$ cat config.mk
export PLATFORM = sky130hd
export DESIGN_NAME = axis_mil1553_decoder
export DESIGN_NICKNAME = d
export VERILOG_FILES = /design/src/rtl/axis_mil1553_decoder.sv
export SDC_FILE = /design/constraint.sdc
export NUM_CORES = 1
export LEC_CHECK = 0
export CORE_MARGIN = 2
export CORE_UTILIZATION = 60
export CTS_CLUSTER_SIZE = 28
export DETAILED_ROUTE_END_ITERATION = 10
export PLACE_DENSITY = 0.84
export SKIP_CTS_REPAIR_TIMING = 1
export SYNTH_ARGS = -nofsm -noshare
export SYNTH_HDL_FRONTEND = slang
export SYNTH_SLANG_ARGS = --single-unit
export TNS_END_PERCENT = 1
$ cat constraint.sdc
create_clock -name aclk -period 4 [get_ports aclk]
set_clock_uncertainty 0.05 [all_clocks]
set_input_delay 0.8 -clock aclk [delete_from_list [all_inputs] [get_ports aclk]]
set_output_delay 0.8 -clock aclk [all_outputs]
set_load 0.005 [all_outputs]
$ cat src/rtl/axis_mil1553_decoder.sv
// axis_mil1553_decoder
//   MIL-STD-1553 receive decoder. Oversamples the Manchester II bus pair,
//   hunts for a complete 20-bit-time word (3-bit sync + 16 data + parity) on
//   every sample strobe and emits matched words on an AXI4-Stream master.
//
// Ports
//   aclk, arstn          system clock, synchronous active-low reset
//   diff[1:0]            bus pair (diff[1] positive line); equal lines = idle
//   m_axis_tdata[15:0]   decoded word, bit 15 = first bit on the bus
//   m_axis_tuser[7:0]    [7:6] 10 cmd/status sync, 01 data sync; [0] parity good
//   m_axis_tvalid/tready stream handshake; newest word overwrites an unaccepted one
//
// Build option
//   AXIS_1553_PARITY_FILTER_EN  when defined, words with bad parity are dropped.

module axis_mil1553_decoder #(
    parameter int clock_speed = 100_000_000,
    parameter int sample_rate = 2_000_000
) (
    input  logic        aclk,
    input  logic        arstn,
    output logic [15:0] m_axis_tdata,
    output logic        m_axis_tvalid,
    output logic [7:0]  m_axis_tuser,
    input  logic        m_axis_tready,
    input  logic [1:0]  diff
);

    localparam int SPB       = sample_rate / 1_000_000;
    localparam int CPS       = clock_speed / sample_rate;
    localparam int DEPTH     = 20 * SPB;
    localparam int HALF      = SPB / 2;
    localparam int SYNC_HALF = (3 * SPB) / 2;
    localparam int DIV_W     = $clog2(CPS);

    logic [1:0]       r_diff_m;
    logic [1:0]       r_diff_s;
    logic             r_lvl_q;
    logic [DIV_W-1:0] r_div;
    logic             r_strb_d;
    logic [DEPTH-1:0] r_lvl;
    logic [DEPTH-1:0] r_vld;

    logic                 w_edge;
    logic                 w_strobe;
    logic [SYNC_HALF-1:0] w_sync_a;
    logic [SYNC_HALF-1:0] w_sync_b;
    logic                 w_cmd_sync;
    logic                 w_dat_sync;
    logic [16:0]          w_cell_ok;
    logic [16:0]          w_bits;
    logic                 w_par_ok;
    logic                 w_match;
    logic                 w_emit;

    assign w_edge   = r_diff_s[1] ^ r_lvl_q;
    // A resync edge takes priority so a sample is never taken on a transition.
    assign w_strobe = (r_div == DIV_W'(CPS - 1)) && !w_edge;

    // Sync field: oldest 1.5 bit-times versus the following 1.5 bit-times.
    for (genvar g = 0; g < SYNC_HALF; g++) begin : g_sync
        assign w_sync_a[g] = r_lvl[DEPTH - 1 - g];
        assign w_sync_b[g] = r_lvl[DEPTH - 1 - SYNC_HALF - g];
    end
    assign w_cmd_sync = (&w_sync_a) & ~(|w_sync_b);
    assign w_dat_sync = ~(|w_sync_a) & (&w_sync_b);

    // 17 Manchester cells (16 data + parity); cell 0 is the first data bit.
    for (genvar g = 0; g < 17; g++) begin : g_cell
        localparam int B = DEPTH - 1 - 3 * SPB - g * SPB;
        logic [HALF-1:0] w_first;
        logic [HALF-1:0] w_second;
        assign w_first      = r_lvl[B -: HALF];
        assign w_second     = r_lvl[B - HALF -: HALF];
        assign w_cell_ok[g] = ((&w_first) | ~(|w_first)) &
                              ((&w_second) | ~(|w_second)) &
                              (w_first[HALF-1] != w_second[HALF-1]);
        assign w_bits[16 - g] = w_first[HALF-1];
    end

    assign w_par_ok = ^w_bits;
    // Evaluated the cycle after a strobe, once the new sample is in the register.
    assign w_match  = r_strb_d & (&r_vld) & (w_cmd_sync | w_dat_sync) & (&w_cell_ok);

`ifdef AXIS_1553_PARITY_FILTER_EN
    assign w_emit = w_match & w_par_ok;
`else
    assign w_emit = w_match;
`endif

    always_ff @(posedge aclk) begin
        if (!arstn) begin
            r_diff_m      <= 2'b00;
            r_diff_s      <= 2'b00;
            r_lvl_q       <= 1'b0;
            r_div         <= '0;
            r_strb_d      <= 1'b0;
            r_lvl         <= '0;
            r_vld         <= '0;
            m_axis_tvalid <= 1'b0;
            m_axis_tdata  <= 16'h0000;
            m_axis_tuser  <= 8'h00;
        end else begin
            r_diff_m <= diff;
            r_diff_s <= r_diff_m;
            r_lvl_q  <= r_diff_s[1];
            r_strb_d <= w_strobe;

            // Reload to mid-count on a level change so strobes land mid half-bit.
            if (w_edge)
                r_div <= DIV_W'(CPS / 2);
            else if (r_div == DIV_W'(CPS - 1))
                r_div <= '0;
            else
                r_div <= r_div + 1'b1;

            if (w_strobe) begin
                r_lvl <= {r_lvl[DEPTH-2:0], r_diff_s[1]};
                r_vld <= {r_vld[DEPTH-2:0], r_diff_s[1] ^ r_diff_s[0]};
            end else if (w_match) begin
                // Invalidate the consumed window so the word cannot match again.
                r_vld <= '0;
            end

            if (w_emit) begin
                m_axis_tvalid <= 1'b1;
                m_axis_tdata  <= w_bits[16:1];
                m_axis_tuser  <= {w_cmd_sync, w_dat_sync, 5'b00000, w_par_ok};
            end else if (m_axis_tvalid && m_axis_tready) begin
                m_axis_tvalid <= 1'b0;
            end
        end
    end

endmodule

Yosys cells after proc, flatten, opt, wreduce, memory -nomap -nowiden
Cells that the tools add are included.

Register bits: 112. Bits in latches: 0. RAM bits: 0. Word-level logic and storage cells: 60. Memories: 0. Output and inout port bits: 25. Bits in read-only memories: 0. Input bits: 5.

Magnitude comparators: 0. Bitwise logic cells: 11. Shift operators: 0. Reduce and logical (&&, ||, !) cells: 13. Add/sub/neg operators: 1. Divide/modulo/power cells: 0. Multipliers: 0. Multiplexer cells: 6. Equality and inequality tests: 18.

Operator list (count): $mux W40 (2); $reduce_and A40 Y1 (1); $ne A1 B1 Y1 (17); $reduce_and A17 Y1 (1); $reduce_xor A17 Y1 (1); $mux W5 (2); $reduce_or A3 Y1 (3); $add A6 B1 Y6 const B (1); $eq A6 B6 Y1 const B (1); $reduce_and A3 Y1 (2); $and A1 B1 Y1 (5); $reduce_bool A2 Y1 (2); $not A1 Y1 (3); $logic_and A1 B1 Y1 (2); $mux W1 (2); $xor A1 B1 Y1 (2); $logic_not A1 Y1 (1); $or A1 B1 Y1 (1).

Longest topological paths before layout
Depth after elaboration: 8. Depth in mapped cells: 8. Mapped depth without buffers: 6.

Least setup slack after synthesis
OpenSTA, ideal clock, no wires.

Kind: input to register. Start: input arstn. End: register r_lvl[39]. Path buffers: 1. Data arrival time: 1.848 ns. Path slack: 2.042 ns. Required time: 3.890 ns. Stages: 4. Cell sequence: inv_1 nor3_1 clkbuf_1 a22o_1.

RTL lines: from (decl) (line 21) `input logic arstn,`; to (signal assigned) (line 118) `r_lvl <= {r_lvl[DEPTH-2:0], r_diff_s[1]};`; to (decl) (line 41) `logic [DEPTH-1:0] r_lvl;`.

Worst setup path after layout
Start: register r_vld[12]. End: register r_vld[35].

Cells in the longest elaborated chain, start to end: 5.

RTL lines: from (decl) (line 42) `logic [DEPTH-1:0] r_vld;`; from (signal assigned) (line 119) `r_vld <= {r_vld[DEPTH-2:0], r_diff_s[1] ^ r_diff_s[0]};`; $reduce_and A40 Y1 (line 83) `assign w_match = r_strb_d & (&r_vld) & (w_cmd_sync | w_dat_sync) & (&w_cell_ok);`; $and A1 B1 Y1 (3 in a row) (line 83); $reduce_bool A2 Y1 (no line).

Every way passes these cells. A chain may end at the register's enable or synchronous reset.

==> flow_summary.toml <==
[power]
power.net_switching_mw = 0.4033
p_seq_share_pct = 63.0
power_mw = 1.787
p_per_area_nw_per_um2 = 373.6
vdd_drop_max_mv = 0.2881
clkPwrFrac_pct = 34.9
p_sw_share_pct = 22.57
p_leak_nw = 1.598
p_int_mw = 1.384
pwr-share-comb_pct = 2.1

[detailed_routing]
wl_met3_um = 314
ant_nets = 0
post_drt_via_cell_ratio = 6.314
wl_met2_um = 3996
wirelength_met1_um = 4033
vias = 3239
avgRoutedWirePerCell_um = 16.57
highest_layer = "met4"
drc = 0
drtIter0Drc = 219
routed_wl_um = 8502
dr.pass1.iters = 5

[sta]
slew_viol_final = 0
rsz0062_at_grt = "false"
timing.fmax_mhz = 367.8
min_period_over_period_pct = 67.97
worst_pin_slew_ns = 1.286
finalCriticalPeriod_ns = 2.719
slew_headroom_pct = 14.16
finalHoldViolCount = 0
tns_ns = 0
worst_hold_slack_ns = 0.3902
fin_ws_ns = 1.281
setup_viol = 0

[worst_setup_path]
worstSetupPathType = "reg -> reg"
critPathCaptureType = "flip-flop"
crit_path_start_kind = "flip-flop"
worstPathRequired_ns = 4.22
cp_max_fo = 41
arrival_ns = 2.94

[global_routing]
grt_usage_pct = 22.49
antenna_found_initial = 0
grt_pass1_vias = 2734
overflow = 0
grt_pass1_wl_um = 13680
grt_max_degree = 66

[floorplanning]
die_h_um = 89.29
die_x_um = 89.29
ioPinCount = 30
initial_core_util_pct = 61.15
coreArea_sq_um = 7137
rows = 31
dieArea_sq_um = 7972

[clocking]
cts_root_buf = "clkbuf_8"
clock_path_buffers = 2
path_clk_slew_ns = 0.10
cts_made_buffers = 9
htreeDepth = 3
insertion_delay_ns = 0.38
clock-sinks = 112
cts_tree = "built"

[synthesis]
synth_top_cell_by_area = "dfxtp_1"
synth-warning-count = 0
synth_edf_count = 0
synthCells = 401
netlist_area_sq_um = 4364
synth_cell_types = 35
syn_area_per_cell_sq_um = 10.88
ys_seq_elements = 112
yosysMostFrequentCell = "dfxtp_1"
synthFlopType = "dfxtp_1"
yosys.area.top_type_share_pct = 51.38
synth_common_cells = "dfxtp_1, a22o_1, a32o_1"
ys_top_cells_by_area = "dfxtp_1, a32o_1, a22o_1, xnor2_1, nand4_1"
async_reset_ff_share_pct = 0
ys_seq_area_share_pct = 51.38

[placement]
dpl_worst_slack_ns = 0.9195
gp_congestion = 0.7991
portBuffers = 24
hpwlAfterDp_um = 5521

[layout]
diodes = 0
syn_to_final_growth_pct = 9.604
drive_above_1_share_pct = 6.763
nets = 416
postLayoutCoreUtil_pct = 67.02

[job]
drv_cap = 0

[worst_hold_path]
hold_path.class = "reg -> reg"

[run_status]
status = "finished clean"
==> through the flow <==
step | cells | cell area (sq um)
finish | 513 | 4783
global route | 513 | 4783
CTS | 513 | 4783
detailed placement | 497 | 4598
global placement | 497 | 4598
floorplan | 405 | 4379
==> kinds of logic after synthesis <==
kind of cell | Yosys count | share of synthesized area (%)
compound gates | 127 | 23.42
flops | 112 | 51.38
simple gates | 84 | 11.55
buf+inv | 38 | 4.931
xor+xnor | 37 | 8.056
fa+ha+maj | 2 | 0.5733
other cells | 1 | 0.08593
==> state kept, by name, summed over array words and instances, names as in the netlist <==
name and flops:
m_axis_tdata 16, r_lvl_q 1, m_axis_tvalid 1, r_diff_s 2, r_div 6, r_strb_d 1
r_vld 40, r_diff_m 2, r_lvl 40, m_axis_tuser 3
==> critical path: stages, from the launching register on <==
cell     delay [ns]
dfxtp_1        0.40
nand4_1        0.11
nor4_1         0.45
and4_1         0.76
nand2_4        0.43
a32o_1         0.39
==> final timing paths <==
path | start | to | slack, ns | cells after the start
min | r_diff_m[1]$_SDFF_PN0_ | r_diff_s[1]$_SDFF_PN0_ | 0.39 | 1
max | r_vld[12]$_SDFFE_PN0P_ | r_vld[35]$_SDFFE_PN0P_ | 1.28 | 5
min reg2reg | r_diff_m[1]$_SDFF_PN0_ | r_diff_s[1]$_SDFF_PN0_ | 0.39 | 1
max reg2reg | r_vld[12]$_SDFFE_PN0P_ | r_vld[35]$_SDFFE_PN0P_ | 1.28 | 5
==> cells in the final DEF, fill, tap and decap left out, types with 2 or more instances in the layout <==
cell,n
a21boi_0,3
a21oi_1,19
a22o_1,41
a32o_1,40
and2_1,5
buf_4,4
clkbuf_8,10
clkdlybuf4s50_1,24
conb_1,5
dfxtp_1,112
ha_1,2
inv_1,2
inv_6,3
nand2_1,3
nand3_1,23
nand4_1,21
nor2_1,7
nor4_1,12
nor4_2,4
o2111ai_1,2
o21ai_0,18
xnor2_1,30
xnor3_1,2
xor2_1,5
==> layer usage <==
layer / vias to the layer above / track usage [%]
met5: - / 0
met4: 0 / 8.684
li1: 1561 / -
met2: 59 / 32.26
met3: 14 / 6.279
met1: 1605 / 32.26
==> layout make-up <==
cell class | instances | area [sq um]
clock buffers | 10 | 137.6
flip-flops and latches | 112 | 2242
repair buffers | 29 | 290.3
clock inverters | 6 | 47.55
multi-input cells | 255 | 1934
fillers | 566 | 2354
well taps | 99 | 123.9
inverters | 2 | 7.507
==> power groups by stage <==
stage                     Combinational, mW  Sequential, mW  Clock (mW)
after CTS                            0.0376            1.13       0.638
after global routing                 0.0418            1.13       0.681
after global placement               0.0358            1.15           0
after detailed placement             0.0372            1.15           0
final                                0.0375            1.13       0.624
after floorplan                      0.0285            1.15           0
No activity file was read; power rests on OpenSTA's default activity.
